==> src/rtl/t_serial_adder_pkg.sv <==
// Shared ternary definitions for the trit-serial adder: trit encodings,
// controller states and the illegal-trit sanitiser.
package t_pkg;

    localparam logic [1:0] T_ZERO    = 2'b00;
    localparam logic [1:0] T_ONE     = 2'b01;
    localparam logic [1:0] T_TWO     = 2'b10;
    localparam logic [1:0] T_ILLEGAL = 2'b11;

    typedef enum logic [1:0] {
        IDLE = 2'd0,
        RUN  = 2'd1,
        DONE = 2'd2
    } state_t;

    function automatic logic [1:0] trit_sanitize(input logic [1:0] t);
        return (t == T_ILLEGAL) ? T_ZERO : t;
    endfunction

endpackage

==> src/rtl/t_serial_adder_full_adder.sv <==
// Single-trit ternary full adder: sum is a chain of two mod-3 xor gates,
// carry is a threshold on the three-input total (a + b + c >= 3).
module t_mod3_xor (
    input  logic [1:0] x_i,
    input  logic [1:0] y_i,
    output logic [1:0] z_o
);
    logic [2:0] tot;
    logic [2:0] red;

    assign tot = {1'b0, x_i} + {1'b0, y_i};
    assign red = tot - 3'd3;
    assign z_o = (tot >= 3'd3) ? red[1:0] : tot[1:0];
endmodule

module t_full_adder
    import t_pkg::*;
(
    input  logic [1:0] a_i,
    input  logic [1:0] b_i,
    input  logic [1:0] cin_i,
    output logic [1:0] sum_o,
    output logic [1:0] carry_o
);
    logic [1:0] ab;
    logic [2:0] tot;

    t_mod3_xor u_xor_ab (.x_i(a_i), .y_i(b_i),   .z_o(ab));
    t_mod3_xor u_xor_c  (.x_i(ab),  .y_i(cin_i), .z_o(sum_o));

    // Operands are already sanitised and carry is 0/1, so tot spans 0..5.
    assign tot     = {1'b0, a_i} + {1'b0, b_i} + {1'b0, cin_i};
    assign carry_o = (tot >= 3'd3) ? T_ONE : T_ZERO;
endmodule

==> src/rtl/t_serial_adder.sv <==
// Trit-serial unsigned ternary adder: accepts two N-trit words plus carry,
// adds one trit per clock LSB-first, and presents sum/carry-out on a handshake.
module t_serial_adder
    import t_pkg::*;
#(
    parameter int N_TRITS = 9
) (
    input  logic                 clk,
    input  logic                 rst,
    input  logic                 in_valid,
    output logic                 in_ready,
    input  logic [2*N_TRITS-1:0] a,
    input  logic [2*N_TRITS-1:0] b,
    input  logic [1:0]           cin,
    output logic                 out_valid,
    input  logic                 out_ready,
    output logic [2*N_TRITS-1:0] sum,
    output logic [1:0]           cout,
    output logic                 err
);
    localparam int W  = 2 * N_TRITS;
    localparam int CW = $clog2(N_TRITS + 1);
    localparam logic [CW-1:0] LAST = CW'(N_TRITS - 1);

    state_t        state_q;
    logic          in_ready_q, out_valid_q, err_q;
    logic [W-1:0]  a_q, b_q, sum_q;
    logic [1:0]    carry_q, cout_q;
    logic [CW-1:0] cnt_q;

    logic [W-1:0]  a_san, b_san, sum_d;
    logic [W+1:0]  sum_ext;
    logic          acc_err;
    logic [1:0]    fa_sum, fa_carry;

    // Illegal trits are zeroed before they reach the shift registers.
    always_comb begin
        a_san   = '0;
        b_san   = '0;
        acc_err = cin[1];
        for (int i = 0; i < N_TRITS; i++) begin
            a_san[2*i +: 2] = trit_sanitize(a[2*i +: 2]);
            b_san[2*i +: 2] = trit_sanitize(b[2*i +: 2]);
            if (a[2*i +: 2] == T_ILLEGAL || b[2*i +: 2] == T_ILLEGAL)
                acc_err = 1'b1;
        end
    end

    t_full_adder u_fa (
        .a_i    (a_q[1:0]),
        .b_i    (b_q[1:0]),
        .cin_i  (carry_q),
        .sum_o  (fa_sum),
        .carry_o(fa_carry)
    );

    // New sum trit enters at the MSB; after N_TRITS shifts trit 0 sits at bit 0.
    assign sum_ext = {fa_sum, sum_q};
    assign sum_d   = sum_ext[W+1:2];

    always_ff @(posedge clk) begin
        if (rst) begin
            state_q     <= IDLE;
            in_ready_q  <= 1'b1;
            out_valid_q <= 1'b0;
            sum_q       <= '0;
            cout_q      <= T_ZERO;
            err_q       <= 1'b0;
            cnt_q       <= '0;
            carry_q     <= T_ZERO;
            a_q         <= '0;
            b_q         <= '0;
        end else begin
            case (state_q)
                IDLE: if (in_valid) begin
                    a_q        <= a_san;
                    b_q        <= b_san;
                    carry_q    <= cin[1] ? T_ZERO : cin;
                    err_q      <= acc_err;
                    cnt_q      <= '0;
                    in_ready_q <= 1'b0;
                    state_q    <= RUN;
                end
                RUN: begin
                    sum_q   <= sum_d;
                    carry_q <= fa_carry;
                    a_q     <= a_q >> 2;
                    b_q     <= b_q >> 2;
                    cnt_q   <= cnt_q + CW'(1);
                    if (cnt_q == LAST) begin
                        cout_q      <= fa_carry;
                        out_valid_q <= 1'b1;
                        state_q     <= DONE;
                    end
                end
                DONE: if (out_ready) begin
                    out_valid_q <= 1'b0;
                    in_ready_q  <= 1'b1;
                    state_q     <= IDLE;
                end
                default: state_q <= IDLE;
            endcase
        end
    end

    assign in_ready  = in_ready_q;
    assign out_valid = out_valid_q;
    assign sum       = sum_q;
    assign cout      = cout_q;
    assign err       = err_q;
endmodule

==> config.mk <==
export PLATFORM = sky130hd
export DESIGN_NAME = t_serial_adder
export DESIGN_NICKNAME = d
export VERILOG_FILES = /design/src/rtl/t_serial_adder_pkg.sv /design/src/rtl/t_serial_adder_full_adder.sv /design/src/rtl/t_serial_adder.sv
export SDC_FILE = /design/constraint.sdc
export NUM_CORES = 1
export LEC_CHECK = 0
export BUFFER_PORTS_ARGS = -buffer_cell sky130_fd_sc_hd__clkbuf_2
export CAP_MARGIN = 25
export CORE_MARGIN = 4
export CORE_UTILIZATION = 25
export CTS_CLUSTER_SIZE = 25
export DETAILED_ROUTE_END_ITERATION = 7
export PLACE_DENSITY = 0.47
export SYNTH_ARGS = -nofsm -noshare
export SYNTH_HDL_FRONTEND = slang
export SYNTH_SLANG_ARGS = --single-unit
==> constraint.sdc <==
create_clock -name clk -period 4.4 [get_ports clk]
set_input_delay 0.44 -clock clk [delete_from_list [all_inputs] [get_ports clk]]
set_output_delay 0.44 -clock clk [all_outputs]
set_load 0.02 [all_outputs]
==> impl_metrics.py <==
metrics = {
    "clocking": {
        "ctsLongestPathBuffers": 2,
        "h-tree-depth": 3,
        "tritoncts.num_buffers": 9,
        "clock_tree_from_tritoncts": "done",
        "numClockSinks": 65,
        "worst_setup_hold_path_clk_slew_ns": 0.05,
        "clock_insertion_delay_worst_skew_ns": 0.33,
        "holdBufCountCts": 0,
        "clockRootBuffer": "sky130_fd_sc_hd__clkbuf_16",
        "post_cts.repair.setup_buffers": 0,
        "cts-resized-gates": 0,
    },
    "cells_and_area": {
        "num-nets-final": 436,
        "post_route_cells_drive_above_1_share_pct": 22.6,
        "commonest_cells_after_routing_fill_and_taps_aside": "sky130_fd_sc_hd__dfxtp_1, sky130_fd_sc_hd__clkbuf_2, sky130_fd_sc_hd__nor2_1",
        "antenna_diode_count": 0,
        "flow.area_growth_from_synthesis_pct": 25.0,
        "layout_commonest_cell": "sky130_fd_sc_hd__dfxtp_1",
    },
    "drt": {
        "detail_route.wirelength_mm": 7.61,
        "route.met2.wl_mm": 3.29,
        "first_pass_iters": 7,
        "met3_wirelength_um": 569,
        "routedWlPerCell_um": 14.3,
        "antenna_violating_nets_remaining": 0,
        "drt_iter0_markers": 137,
        "via_per_inst": 4.89,
        "route.layer.met1.wl_mm": 3.66,
        "route.top_layer_used": "met4",
        "num_vias": 2600,
        "drt_drc_violations_left": 0,
    },
    "power": {
        "static-leakage-power_nw": 1.42,
        "power_report.internal_total_mw": 1.23,
        "power.density_cell_area_nw_per_um2": 440,
        "pwr-share-clk_pct": 49.4,
        "power_mw": 1.61,
        "vdd.ir_drop.worst_v": 0.000192,
        "switching_share_pct": 23.9,
        "comb_power_share_pct": 11.7,
        "power.share.sequential_pct": 38.9,
        "power.switching_mw": 0.386,
    },
    "timing": {
        "max_slew_margin_pct": 44.5,
        "final.period_utilization_pct": 66.7,
        "setup_repair_after_global_routing_missed_its_margin": "false",
        "max_slew.worst_pin.slew_ns": 0.830,
        "tns_ns": 0,
        "finalMaxSlewViolations": 0,
        "fin_worst_skew_ns": 0.00724,
        "final-hold-violation-count": 0,
        "report.final.setup_viol": 0,
        "fin_crit_ns": 2.93,
        "fmaxAchievable_mhz": 341,
    },
    "floorplan": {
        "chipHeight_um": 116,
        "top_level_ports": 65,
        "row_count": 39,
        "starting_density_of_the_core_pct": 25.6,
        "die_w_um": 116,
        "design.core.area_sq_um": 11500,
        "die-area_sq_um": 13500,
    },
    "synth": {
        "ys_ff_latch": 65,
        "synth.avg_cell_area_sq_um": 8.87,
        "syn-instance-count": 331,
        "post_synthesis_cell_type_count": 36,
        "synth.net_count": 383,
        "syn_area_sq_um": 2940,
        "ys_seq_area_share_pct": 44.3,
        "synth_warnings": 0,
    },
    "global_route": {
        "globalRouteOverflowTotal": 0,
        "antenna_found_initial": 0,
        "vias_in_the_first_global_route": 2561,
        "global_route.usage.total_pct": 11.9,
        "grt_pass1_wl_mm": 12.8,
        "grt_start_max_net_pins": 49,
    },
    "setup_path": {
        "worst_setup_path_start_kind": "flop",
        "timing.critical_path.to_type": "flop",
        "rr_worst_depth": 11,
        "rr_endpoint": "sum[17]",
        "rr_startpoint": "a_q[0]",
        "critPathRequiredTime_ns": 4.63,
        "ws_path_type": "flop to flop",
        "reg2reg_slack_ns": 1.47,
        "crit_path_max_fanout": 2,
        "cp-startpoint": "a_q[0]",
        "data_arrival_critical_path_ns": 3.16,
    },
    "job": {
        "maximum_capacitance_violations": 0,
    },
    "worst_hold_path": {
        "min_path_type": "input port to flop",
        "hold_startpoint": "out_ready",
        "cell_depth_of_the_worst_hold_path": 3,
        "sink_of_the_worst_hold_path": "in_ready",
    },
    "outcome": {
        "run_status": "complete, no violations",
    },
    "place": {
        "place_hpwl_mm": 5.41,
        "globalplace.congestion": 0.753,
        "placement.io_buffers": 63,
    },
}
[cell families (layout without fill, tap and decap cells)]
logic type / after synthesis / count (layout) / share of synthesized area [%]
AND/OR/NAND/NOR: 130 / 130 / 22.6
AO/OA/AOI/OAI: 84 / 84 / 20.5
flip-flops: 65 / 65 / 44.3
buffers and inverters: 37 / 95 / 6.39
adder cells (fa/ha/maj): 10 / 10 / 4.77
XOR/XNOR: 2 / 2 / 0.597
multiplexers: 2 / 2 / 0.724
other: 1 / 1 / 0.128
[layer usage]
metal | GRT usage (%) | vias to the layer above
met1 | 16.3 | 1200
li1 | - | 1300
met5 | 0 | -
met4 | 3.94 | 0
met2 | 18.0 | 91
met3 | 3.58 | 9
[cells in the mapped netlist]
library cell / count / area (sq um)
sky130_fd_sc_hd__dfxtp_1: 65 / 1300
sky130_fd_sc_hd__nor2_1: 44 / 165
sky130_fd_sc_hd__nand2_1: 36 / 135
sky130_fd_sc_hd__nor3b_1: 36 / 270
sky130_fd_sc_hd__a221oi_1: 34 / 298
sky130_fd_sc_hd__a21oi_1: 30 / 150
sky130_fd_sc_hd__clkbuf_1: 13 / 48.8
sky130_fd_sc_hd__inv_1: 11 / 41.3
sky130_fd_sc_hd__ha_1: 8 / 100
sky130_fd_sc_hd__buf_2: 6 / 30.0
sky130_fd_sc_hd__a211oi_1: 5 / 37.5
sky130_fd_sc_hd__buf_6: 5 / 56.3
sky130_fd_sc_hd__a31oi_1: 3 / 18.8
sky130_fd_sc_hd__nand3b_1: 3 / 22.5
sky130_fd_sc_hd__a22o_1: 2 / 17.5
sky130_fd_sc_hd__a22oi_1: 2 / 15.0
sky130_fd_sc_hd__fa_1: 2 / 40.0
sky130_fd_sc_hd__nand3_1: 2 / 10.0
sky130_fd_sc_hd__nand4_1: 2 / 12.5
sky130_fd_sc_hd__nor3_1: 2 / 10.0
sky130_fd_sc_hd__o21a_1: 2 / 15.0
sky130_fd_sc_hd__o21ai_0: 2 / 10.0
sky130_fd_sc_hd__o21bai_1: 2 / 15.0
sky130_fd_sc_hd__xnor2_1: 2 / 17.5
sky130_fd_sc_hd__a2111oi_2: 1 / 15.0
sky130_fd_sc_hd__a222oi_1: 1 / 10.0
sky130_fd_sc_hd__and2_1: 1 / 6.26
sky130_fd_sc_hd__buf_1: 1 / 3.75
sky130_fd_sc_hd__buf_4: 1 / 7.51
sky130_fd_sc_hd__conb_1: 1 / 3.75
sky130_fd_sc_hd__mux2_2: 1 / 11.3
sky130_fd_sc_hd__mux2i_1: 1 / 10.0
sky130_fd_sc_hd__nand2b_1: 1 / 6.26
sky130_fd_sc_hd__nor2b_1: 1 / 6.26
sky130_fd_sc_hd__nor3_2: 1 / 10.0
sky130_fd_sc_hd__or3b_1: 1 / 8.76
[power groups by stage]
stage               logic, mW  registers (mW)  clock network [mW]
detailed placement      0.189           0.641                   0
global route            0.214           0.631               0.843
CTS                     0.190           0.628               0.823
finish                  0.188           0.628               0.797
floorplan               0.133           0.642                   0
global placement        0.187           0.641                   0
[state kept, by name, indices dropped and copies added (netlist names)]
signal / flops
a_q: 18
b_q: 18
sum: 18
cnt_q: 4
state_q: 2
carry_q: 1
cout: 1
err: 1
in_ready: 1
out_valid: 1
[worst max-delay path by stage]
stage / end / depth (start not counted) / slack [ns]
final: sum[17] / 11 / 1.47
after global routing: sum[16] / 11 / 1.21
after CTS: sum[16] / 11 / 1.47
after detailed placement: sum[16] / 11 / 1.50
after global placement: sum[16] / 11 / 1.63
after floorplan: sum[16] / 11 / 1.71
[worst max-delay path, cell delays in order, from the launching register on]
cell and delay (ns):
sky130_fd_sc_hd__dfxtp_1 0.34, sky130_fd_sc_hd__ha_1 0.15, sky130_fd_sc_hd__inv_1 0.05, sky130_fd_sc_hd__fa_1 0.50, sky130_fd_sc_hd__inv_1 0.06, sky130_fd_sc_hd__ha_1 0.19, sky130_fd_sc_hd__nor3b_1 0.27, sky130_fd_sc_hd__a21oi_1 0.08
sky130_fd_sc_hd__ha_1 0.33, sky130_fd_sc_hd__fa_1 0.49, sky130_fd_sc_hd__mux2i_1 0.15, sky130_fd_sc_hd__a211oi_1 0.23
[through the flow]
stage          instance area (sq um)  hold slack, ns  cells  utilization (%)  worst slack [ns]
6_report                        3670           0.401    532             32.0              1.47
4_1_cts                         3670           0.391    532             32.0              1.47
3_5_place_dp                    3330           0.449    516             29.0              1.50
5_1_grt                         3670           0.431    532             32.0              1.21
3_3_place_gp                    3330           0.444    516             29.0              1.63
2_1_floorplan                   2940           0.456    331                -              1.71
[area by class of cell]
| cell class | instances | area, sq um |
|---|---|---|
| clock inverter | 4 | 73.8 |
| inverter | 11 | 41.3 |
| fill | 1217 | 7800 |
| sequential | 65 | 1300 |
| timing repair buffer | 68 | 353 |
| multi-input combinational | 229 | 1460 |
| tap | 143 | 179 |
| clock buffer | 12 | 267 |
Power figures use the tool's default switching activity.
